$ cat config.mk
export PLATFORM = sky130hd
export DESIGN_NAME = load_store_unit_flat
export DESIGN_NICKNAME = d
export VERILOG_FILES = /design/src/rtl/lsu_pkg.sv /design/src/rtl/load_store_unit_if.sv /design/src/rtl/lsu_lane_align.sv /design/src/rtl/load_store_unit.sv /design/src/flat_wrapper.sv
export SDC_FILE = /design/constraint.sdc
export NUM_CORES = 1
export LEC_CHECK = 0
export BUFFER_PORTS_ARGS = -buffer_cell sky130_fd_sc_hd__buf_2
export CAP_MARGIN = 20
export CORE_MARGIN = 3
export CORE_UTILIZATION = 30
export CTS_BUF_LIST = sky130_fd_sc_hd__clkbuf_8
export DETAILED_ROUTE_END_ITERATION = 7
export GPL_TIMING_DRIVEN = 0
export PLACE_DENSITY_LB_ADDON = 0.1
export SLEW_MARGIN = 10
export SYNTH_ARGS = -nofsm -noshare
export SYNTH_HDL_FRONTEND = slang
export SYNTH_SLANG_ARGS = --single-unit
$ cat constraint.sdc
create_clock -name clk -period 8.8 [get_ports clk]
set_input_delay 0.44 -clock clk [delete_from_list [all_inputs] [get_ports clk]]
set_output_delay 0.44 -clock clk [all_outputs]
set_load 0.03 [all_outputs]
$ cat src/rtl/lsu_pkg.sv
// Shared load/store unit types: FSM states, RV64 funct3 encodings, fault codes.
package lsu_pkg;

  typedef enum logic [2:0] {
    S_IDLE     = 3'd0,
    S_LOAD     = 3'd1,
    S_RMW_READ = 3'd2,
    S_WRITE    = 3'd3,
    S_RESP     = 3'd4
  } state_t;

  localparam logic [2:0] F3_B  = 3'b000;
  localparam logic [2:0] F3_H  = 3'b001;
  localparam logic [2:0] F3_W  = 3'b010;
  localparam logic [2:0] F3_D  = 3'b011;
  localparam logic [2:0] F3_BU = 3'b100;
  localparam logic [2:0] F3_HU = 3'b101;
  localparam logic [2:0] F3_WU = 3'b110;
  localparam logic [2:0] F3_BAD = 3'b111;

  localparam logic [1:0] FAULT_OK      = 2'b00;
  localparam logic [1:0] FAULT_ALIGN   = 2'b01;
  localparam logic [1:0] FAULT_RANGE   = 2'b10;
  localparam logic [1:0] FAULT_ILLEGAL = 2'b11;

  // Low address bits that must be zero for an access of size 1 << sz.
  function automatic logic [2:0] align_mask(input logic [1:0] sz);
    case (sz)
      2'd0:    return 3'b000;
      2'd1:    return 3'b001;
      2'd2:    return 3'b011;
      default: return 3'b111;
    endcase
  endfunction

endpackage

$ cat src/rtl/load_store_unit_if.sv
// EX-stage request / completion bundle between the pipeline and the load/store unit.
interface load_store_unit_if;
  logic        req_valid;
  logic        req_ready;
  logic        req_write;
  logic [2:0]  req_funct3;
  logic [63:0] req_addr;
  logic [63:0] req_wdata;
  logic        resp_valid;
  logic [63:0] resp_rdata;
  logic [1:0]  resp_fault;

  modport master (
    output req_valid, req_write, req_funct3, req_addr, req_wdata,
    input  req_ready, resp_valid, resp_rdata, resp_fault
  );

  modport slave (
    input  req_valid, req_write, req_funct3, req_addr, req_wdata,
    output req_ready, resp_valid, resp_rdata, resp_fault
  );
endinterface

$ cat src/rtl/lsu_lane_align.sv
// Combinational lane logic: extracts/extends a load lane from a doubleword and
// merges store bytes into a doubleword for read-modify-write.
module lsu_lane_align (
  input  logic [63:0] rdata,
  input  logic [63:0] wdata,
  input  logic [2:0]  offset,
  input  logic [2:0]  funct3,
  output logic [63:0] load_data,
  output logic [63:0] merged_data
);

  logic [5:0]  shamt;
  logic [63:0] shifted;
  logic [63:0] lane_mask;
  logic [63:0] byte_mask;
  logic        sign;

  assign shamt = {offset, 3'b000};

  always_comb begin
    shifted   = rdata >> shamt;
    lane_mask = '1;
    sign      = 1'b0;
    case (funct3[1:0])
      2'd0: begin lane_mask = 64'h0000_0000_0000_00FF; sign = shifted[7];  end
      2'd1: begin lane_mask = 64'h0000_0000_0000_FFFF; sign = shifted[15]; end
      2'd2: begin lane_mask = 64'h0000_0000_FFFF_FFFF; sign = shifted[31]; end
      default: begin lane_mask = '1; sign = shifted[63]; end
    endcase
    // funct3[2] selects the unsigned variants.
    load_data = shifted & lane_mask;
    if (!funct3[2] && sign)
      load_data = load_data | ~lane_mask;
    byte_mask   = lane_mask << shamt;
    merged_data = (rdata & ~byte_mask) | ((wdata << shamt) & byte_mask);
  end

endmodule

$ cat src/rtl/load_store_unit.sv
// Single-outstanding RV64 load/store unit: fault check on accept, then load,
// direct doubleword write, or read-modify-write for narrow stores.
module load_store_unit
  import lsu_pkg::*;
#(
  parameter int MEM_BYTES = 64
) (
  input  logic               clk,
  input  logic               reset,
  load_store_unit_if.slave   lsu,
  output logic [63:0]        Mem_Addr,
  output logic [63:0]        Write_Data,
  output logic               MemWrite,
  output logic               MemRead,
  input  logic [63:0]        Read_Data
);

  localparam int AW = $clog2(MEM_BYTES);

  state_t      state_q, state_d;
  logic [63:0] addr_q;
  logic [2:0]  funct3_q;
  logic [63:0] wdata_q;
  logic [63:0] rdata_q;
  logic [1:0]  fault_q;
  logic [1:0]  req_fault;
  logic        accept;
  logic [63:0] load_data;
  logic [63:0] merged_data;

  always_comb begin
    req_fault = FAULT_OK;
    if (lsu.req_funct3 == F3_BAD || (lsu.req_write && lsu.req_funct3[2]))
      req_fault = FAULT_ILLEGAL;
    else if ((lsu.req_addr[2:0] & align_mask(lsu.req_funct3[1:0])) != 3'b000)
      req_fault = FAULT_ALIGN;
    else if ((lsu.req_addr >> AW) != 64'd0)
      req_fault = FAULT_RANGE;
  end

  assign accept = lsu.req_valid && lsu.req_ready;

  always_ff @(posedge clk or posedge reset) begin
    if (reset) state_q <= S_IDLE;
    else       state_q <= state_d;
  end

  always_comb begin
    state_d        = state_q;
    lsu.req_ready  = 1'b0;
    lsu.resp_valid = 1'b0;
    lsu.resp_rdata = '0;
    lsu.resp_fault = FAULT_OK;
    Mem_Addr       = '0;
    Write_Data     = '0;
    MemRead        = 1'b0;
    MemWrite       = 1'b0;
    case (state_q)
      S_IDLE: begin
        // Reset is asynchronous to this path, so ready is masked directly.
        lsu.req_ready = !reset;
        if (lsu.req_valid && !reset) begin
          if (req_fault != FAULT_OK)        state_d = S_RESP;
          else if (!lsu.req_write)          state_d = S_LOAD;
          else if (lsu.req_funct3 == F3_D)  state_d = S_WRITE;
          else                              state_d = S_RMW_READ;
        end
      end
      S_LOAD: begin
        MemRead  = 1'b1;
        Mem_Addr = {addr_q[63:3], 3'b000};
        state_d  = S_RESP;
      end
      S_RMW_READ: begin
        MemRead  = 1'b1;
        Mem_Addr = {addr_q[63:3], 3'b000};
        state_d  = S_WRITE;
      end
      S_WRITE: begin
        MemWrite   = 1'b1;
        Mem_Addr   = {addr_q[63:3], 3'b000};
        Write_Data = wdata_q;
        state_d    = S_RESP;
      end
      S_RESP: begin
        lsu.resp_valid = 1'b1;
        lsu.resp_rdata = rdata_q;
        lsu.resp_fault = fault_q;
        state_d        = S_IDLE;
      end
      default: state_d = S_IDLE;
    endcase
  end

  always_ff @(posedge clk or posedge reset) begin
    if (reset) begin
      addr_q   <= '0;
      funct3_q <= '0;
      wdata_q  <= '0;
      rdata_q  <= '0;
      fault_q  <= FAULT_OK;
    end else begin
      if (accept) begin
        addr_q   <= lsu.req_addr;
        funct3_q <= lsu.req_funct3;
        wdata_q  <= lsu.req_wdata;
        rdata_q  <= '0;
        fault_q  <= req_fault;
      end
      if (state_q == S_LOAD)     rdata_q <= load_data;
      if (state_q == S_RMW_READ) wdata_q <= merged_data;
    end
  end

  lsu_lane_align u_lane_align (
    .rdata       (Read_Data),
    .wdata       (wdata_q),
    .offset      (addr_q[2:0]),
    .funct3      (funct3_q),
    .load_data   (load_data),
    .merged_data (merged_data)
  );

endmodule

$ cat src/flat_wrapper.sv
// flat-port wrapper written by rule: the top's interface ports become plain ports
module load_store_unit_flat import lsu_pkg::*;
#(
  parameter int MEM_BYTES = 64
)
  (clk, reset, Mem_Addr, Write_Data, MemWrite, MemRead, Read_Data, lsu_req_valid, lsu_req_write, lsu_req_funct3, lsu_req_addr, lsu_req_wdata, lsu_req_ready, lsu_resp_valid, lsu_resp_rdata, lsu_resp_fault);
  load_store_unit_if lsu_i ();
  input  logic clk;
  input  logic reset;
  output logic [63:0] Mem_Addr;
  output logic [63:0] Write_Data;
  output logic MemWrite;
  output logic MemRead;
  input  logic [63:0] Read_Data;
  input wire logic [$bits(lsu_i.req_valid)-1:0] lsu_req_valid;
  input wire logic [$bits(lsu_i.req_write)-1:0] lsu_req_write;
  input wire logic [$bits(lsu_i.req_funct3)-1:0] lsu_req_funct3;
  input wire logic [$bits(lsu_i.req_addr)-1:0] lsu_req_addr;
  input wire logic [$bits(lsu_i.req_wdata)-1:0] lsu_req_wdata;
  output wire logic [$bits(lsu_i.req_ready)-1:0] lsu_req_ready;
  output wire logic [$bits(lsu_i.resp_valid)-1:0] lsu_resp_valid;
  output wire logic [$bits(lsu_i.resp_rdata)-1:0] lsu_resp_rdata;
  output wire logic [$bits(lsu_i.resp_fault)-1:0] lsu_resp_fault;
  assign lsu_i.req_valid = lsu_req_valid;
  assign lsu_i.req_write = lsu_req_write;
  assign lsu_i.req_funct3 = lsu_req_funct3;
  assign lsu_i.req_addr = lsu_req_addr;
  assign lsu_i.req_wdata = lsu_req_wdata;
  assign lsu_req_ready = lsu_i.req_ready;
  assign lsu_resp_valid = lsu_i.resp_valid;
  assign lsu_resp_rdata = lsu_i.resp_rdata;
  assign lsu_resp_fault = lsu_i.resp_fault;
  load_store_unit #(.MEM_BYTES(MEM_BYTES)) u_core (.clk(clk), .reset(reset), .lsu(lsu_i), .Mem_Addr(Mem_Addr), .Write_Data(Write_Data), .MemWrite(MemWrite), .MemRead(MemRead), .Read_Data(Read_Data));
endmodule
==> impl_metrics.ini, run 1 <==
[outcome]
outcome = complete, no violations

[global_routing]
grt_max_degree = 105
antenna_found_initial = 4
grt_pass1_vias = 14100
grt_pass1_wl_um = 98100
grtUsageTotal_pct = 28.8
grt.overflow.total = 0

[finish]
mostFrequentLayoutCell = buf_2
stdcell_area_mm2 = 0.0164
multi_input_area_mm2 = 0.00752
fillers = 4662
syn_to_final_growth_pct = 23.9
layout_common_cells = buf_2 (434), nand2_1 (303), dfrtp_1 (200)
seqCellArea_mm2 = 0.00500
drive_gt1_share_pct = 28.1
final_util_pct = 37.8
final_nets = 2151

[sta]
finalSetupViolations = 0
clock_skew_ns = 0.0290
rsz0062_at_grt = no
hold_viol = 0
fin_hold_ws_ns = 0.0301
fmaxAchievable_mhz = 247
finalCritPeriodShare_pct = 46.0
tightest_slew_ns = 1.08
post-route-min-period_ns = 4.05
slew_violations = 0
relSlewSlack_pct = 27.4
fin_setup_tns_ns = 0

[critical_path]
crit_path_start_kind = flip-flop
cpMostUsedCell = clkbuf_1
r2r_cells = 8
crit_family = buffers and inverters
cp_slowest_stage_delay_ns = 0.74
worst_ep_required_time_ns = 8.36
cp.depth = 6
crit_start = u_core.state_q[2]$_DFFE_PP0P_
slowest_stage = nor3b_1
worstSetupEndpoint = Write_Data[10]
critPathKind = reg -> out
worst_ep_arrival_time_ns = 3.61
path_cells = clkbuf_1 -> nor3b_1 -> clkbuf_1 -> clkbuf_1 -> and2_1 -> buf_2
cp_max_fo = 10
crit_buf_inv = 4
end_kind = output pin
reg2reg_from = u_core.addr_q[1]$_DFFE_PP0P_
regToRegSetupSlack_ns = 5.71

[clocking]
worstSkewPairLatency_ns = 0.55
clk_pin_slew_ns = 0.12
cts_sinks = 200
cts_buffers = 17
htreeDepth = 4
cts-root-buf = clkbuf_8
cts_resized = 0
clockBufferDepth = 2
post_cts_buffers = 0
cts_tree = built
ctsHoldBuffers = 0

[yosys]
ys_ff_latch = 200
synth_edf_count = 0
synthFlopType = dfrtp_1
async_flop_share_pct = 100
yosys.cell_types.count = 60
avgSynthCellArea_um2 = 8.60
syn_inst = 1536
seq_area_frac_synth_pct = 37.9
yosys_warnings = 0
synthesis.area_mm2 = 0.0132

[drt]
via_per_inst = 5.58
routed_wl_um = 68200
drtIter0Drc = 1422
drt_first_pass_iters = 6
drc = 0
wl_per_cell_um = 26.7
vias = 14200
drtAntennaViolNets = 0

[floorplan]
die_x_um = 216
start_util_pct = 30.5
die-area_mm2 = 0.0466
die_height_um = 216
placeableCoreArea_mm2 = 0.0433
io-pin-count = 397
num_rows = 76

[placement]
gp_congestion = 0.967
dpl_cell_area_mm2 = 0.0160
portBuffers = 393
hpwl_um = 55000

[power]
powerDensity_mw_per_mm2 = 163
p_total_mw = 2.66
p_leak_nw = 8.41
ir_worst_vdd_mv = 0.102

[hold_path]
hold_path.class = in -> async

[job]
drv_cap = 0
worst min path at each step:
stage	end	slack, ns	cells past startpoint
after global placement	u_core.addr_q[36]$_DFFE_PP0P_	0.45	2
after CTS	u_core.addr_q[5]$_DFFE_PP0P_	0.04	3
after floorplan	u_core.addr_q[10]$_DFFE_PP0P_	0.44	2
after detailed placement	u_core.addr_q[54]$_DFFE_PP0P_	0.45	2
final	u_core.addr_q[3]$_DFFE_PP0P_	0.03	2
after global routing	u_core.addr_q[5]$_DFFE_PP0P_	0.05	3
through the flow:
step           std cells  worst slack (ns)
2_1_floorplan       1538              2.91
3_3_place_gp        2516           -0.0393
3_5_place_dp        2518              5.36
4_1_cts             2550              4.76
5_1_grt             2551              4.62
6_report            2551              4.75
worst reg2reg max path, stage by stage (launching register included):
cell       delay, ns
dfrtp_1         0.49
buf_6           0.19
buf_6           0.16
nor2b_1         0.46
buf_4           0.33
a22oi_1         0.21
a2111oi_0       0.81
a211oi_1        0.10
o31ai_1         0.25
cells by family after synthesis:
family	after synthesis	share of synthesized area, %
buffers and inverters	157	5.27
other	1	0.0284
flip-flops	200	37.9
multiplexers	154	13.5
AND/OR/NAND/NOR	691	24.9
AO/OA/AOI/OAI	333	18.3
report_power, final:
group | total (mW) | internal [mW] | switching, mW
combinational | 0.907 | 0.314 | 0.592
clock | 0.630 | 0.248 | 0.381
sequential | 1.13 | 1.01 | 0.113
total | 2.66 | 1.58 | 1.09
per-layer routing:
metal / wire (µm) / track usage [%] / vias to the layer above
met5: 41 / 0 / -
met4: 2050 / 9.19 / 6
met3: 5190 / 4.66 / 103
met2: 30900 / 45.5 / 713
met1: 30000 / 40.3 / 7068
li1: - / - / 6336
sequential cells by signal (all words and copies together), names as in the netlist, named ones only:
register and count:
u_core.addr_q 64, u_core.wdata_q 48, u_core.fault_q 2, u_core.funct3_q 3, u_core.state_q 3, u_core.rdata_q 64
cell usage after synthesis, types with 5 or more instances:
library cell  count  area share [%]
nand2_1         303             8.6
dfrtp_1         200              38
and2_1          130             6.2
nor2_1          122             3.5
mux2i_1          92             7.0
clkbuf_1         86             2.4
a211oi_1         71             4.0
and3_1           66             3.1
mux2_2           47             4.0
o21ai_0          43             1.6
buf_2            40             1.5
a221o_1          37             2.8
a21oi_1          35             1.3
a31oi_1          26             1.2
nor4_1           17            0.81
o22ai_1          17            0.81
a22oi_1          16            0.91
mux4_2           15             2.6
o31ai_1          15            0.85
nand3_1          14            0.53
o221ai_1         14            0.93
a211o_1          11            0.73
inv_1            11            0.31
a2111oi_0         8            0.53
a221oi_1          8            0.53
buf_1             8            0.23
o2bb2ai_1         8            0.53
and3b_1           7            0.46
buf_4             5            0.28
buf_6             5            0.43
nor2b_1           5            0.24
final cells by class:
cell class / instances / area share, %
diodes: 1 / 0.0153
flip-flops and latches: 200 / 30.6
clock buffers: 19 / 1.60
well taps: 585 / 4.47
multi-input cells: 1181 / 46.0
clock inverters: 13 / 0.818
plain buffers: 144 / 3.95
inverters: 13 / 0.344
repair buffers: 395 / 12.2
Power figures use the tool's default switching activity.
==> run 2: changes to the inputs <==
Clock period 8.8 ns to 4 ns, I/O delays scaled along.
==> impl_metrics.ini, run 2 (synthesized netlist as in run 1, its figures left out) <==
[clocking]
cts_sinks = 200
htreeDepth = 4
cts-root-buf = clkbuf_8
clk_pin_slew_ns = 0.12
cts_tree = built
cts_resized = 0
clockBufferDepth = 2
cts_buffers = 17
worstSkewPairLatency_ns = 0.53

[critical_path]
worst_ep_arrival_time_ns = 3.70
worst_ep_required_time_ns = 3.80
critPathKind = reg -> out
crit_path_start_kind = flip-flop
cp_max_fo = 10
end_kind = output pin

[global_routing]
antenna_found_initial = 2
grt_max_degree = 37
grtUsageTotal_pct = 29.4
grt_pass1_vias = 14800
grt_pass1_wl_um = 101000
grt.overflow.total = 0

[power]
powerDensity_mw_per_mm2 = 334
p_leak_nw = 9.05
ir_worst_vdd_mv = 0.212

[sta]
fmaxAchievable_mhz = 256
relSlewSlack_pct = 30.4
tightest_slew_ns = 1.03
finalSetupViolations = 0
fin_hold_ws_ns = 0.0320
finalCritPeriodShare_pct = 97.6
slew_violations = 0
fin_setup_tns_ns = 0
post-route-min-period_ns = 3.90
hold_viol = 0
rsz0062_at_grt = no
clock_skew_ns = 0.0154

[finish]
stdcell_area_mm2 = 0.0178
seqCellArea_mm2 = 0.00500
reg.largest.list = u_core.addr_q x64, u_core.rdata_q x64, u_core.wdata_q x48
layout_common_cells = buf_2 (434), nand2_1 (303), dfrtp_1 (200)
mostFrequentLayoutCell = buf_2
fillers = 4514
drive_gt1_share_pct = 26.3
syn_to_final_growth_pct = 35.1
multi_input_area_mm2 = 0.00752
final_nets = 2297

[hold_path]
hold_path.class = in -> reg

[drt]
via_per_inst = 5.46
drc = 0
wl_per_cell_um = 25.9
drt_first_pass_iters = 5
routed_wl_um = 70000
drtAntennaViolNets = 0
drtIter0Drc = 1329
vias = 14700

[job]
drv_cap = 0

[placement]
dpl_cell_area_mm2 = 0.0160
portBuffers = 393
gp_congestion = 0.991
hpwl_um = 56100

[outcome]
outcome = complete, no violations

[floorplan]
die-area_mm2 = 0.0466
start_util_pct = 30.5
die_height_um = 216
num_rows = 76
placeableCoreArea_mm2 = 0.0433
die_x_um = 216
io-pin-count = 397
==> run 2: cell types whose count changed in the layout (fill, tap and decap cells not counted) <==
cell           delta
dlygate4sd3_1   +141
buf_12            +6
clkbuf_8          -2
diode_2           +2
inv_1             +2
buf_16            -1
clkinv_4          +1
inv_8             -1
==> run 2: critical path: stages (launching register included) <==
cell and delay (ns):
dfrtp_1 0.41, clkbuf_1 0.27, nor3b_1 0.77, clkbuf_1 0.59
clkbuf_1 0.63, and2_1 0.27, buf_2 0.21
==> run 2: path summary, 6_finish.rpt <==
check / startpoint / end / slack [ns] / depth (start not counted)
worst max-delay path: u_core.state_q[2]$_DFFE_PP0P_ / Write_Data[8] / 0.1 / 6
worst min-delay path: lsu_req_wdata[32] / u_core.wdata_q[32]$_DFFE_PP0P_ / 0.03 / 3
worst max register to register: u_core.addr_q[2]$_DFFE_PP0P_ / u_core.wdata_q[4]$_DFFE_PP0P_ / 0.61 / 8
worst min register to register: u_core.addr_q[9]$_DFFE_PP0P_ / u_core.addr_q[9]$_DFFE_PP0P_ / 0.48 / 2
max in group asynchronous: reset / u_core.wdata_q[31]$_DFFE_PP0P_ / 2.73 / 6
min in group asynchronous: reset / u_core.rdata_q[31]$_DFFE_PP0P_ / 0.26 / 3
==> run 2: through the flow <==
step	util (%)	cells	setup slack, ns	total power, mW
global route	41.2	2698	0.0297	6.21
floorplan	-	1538	1.15	3.60
detailed placement	37.1	2523	0.790	4.47
finish	41.2	2699	0.0959	5.96
global placement	36.8	2516	-0.366	4.45
CTS	41.2	2696	0.156	5.92
==> run 2: timing repair <==
action,4_1_cts,5_1_grt
hold endpoints to repair,158,0
hold buffers,141,0
buffers inserted,0,0
==> run 2: where the power goes <==
group / switching [mW] / internal (mW)
logic: 1.34 / 0.789
registers: 0.256 / 2.23
clock network: 0.836 / 0.510
total: 2.43 / 3.53
==> run 2: layer usage <==
| layer | part of all wire [%] | wire length (µm) | GRT usage, % |
|---|---|---|---|
| met1 | 44 | 30800 | 40.1 |
| met2 | 45 | 31800 | 46.8 |
| met3 | 7.6 | 5320 | 6.48 |
| met4 | 3.0 | 2090 | 8.94 |
| met5 | 0 | 0 | 0 |
==> run 2: cell type report <==
type / count / area share (%)
diodes: 3 / 0.0421
plain buffers: 144 / 3.63
clock buffers: 17 / 1.31
clock inverters: 15 / 0.799
inverters: 13 / 0.294
multi-input cells: 1181 / 42.1
flip-flops and latches: 200 / 28.0
well taps: 585 / 4.10
repair buffers: 541 / 19.6
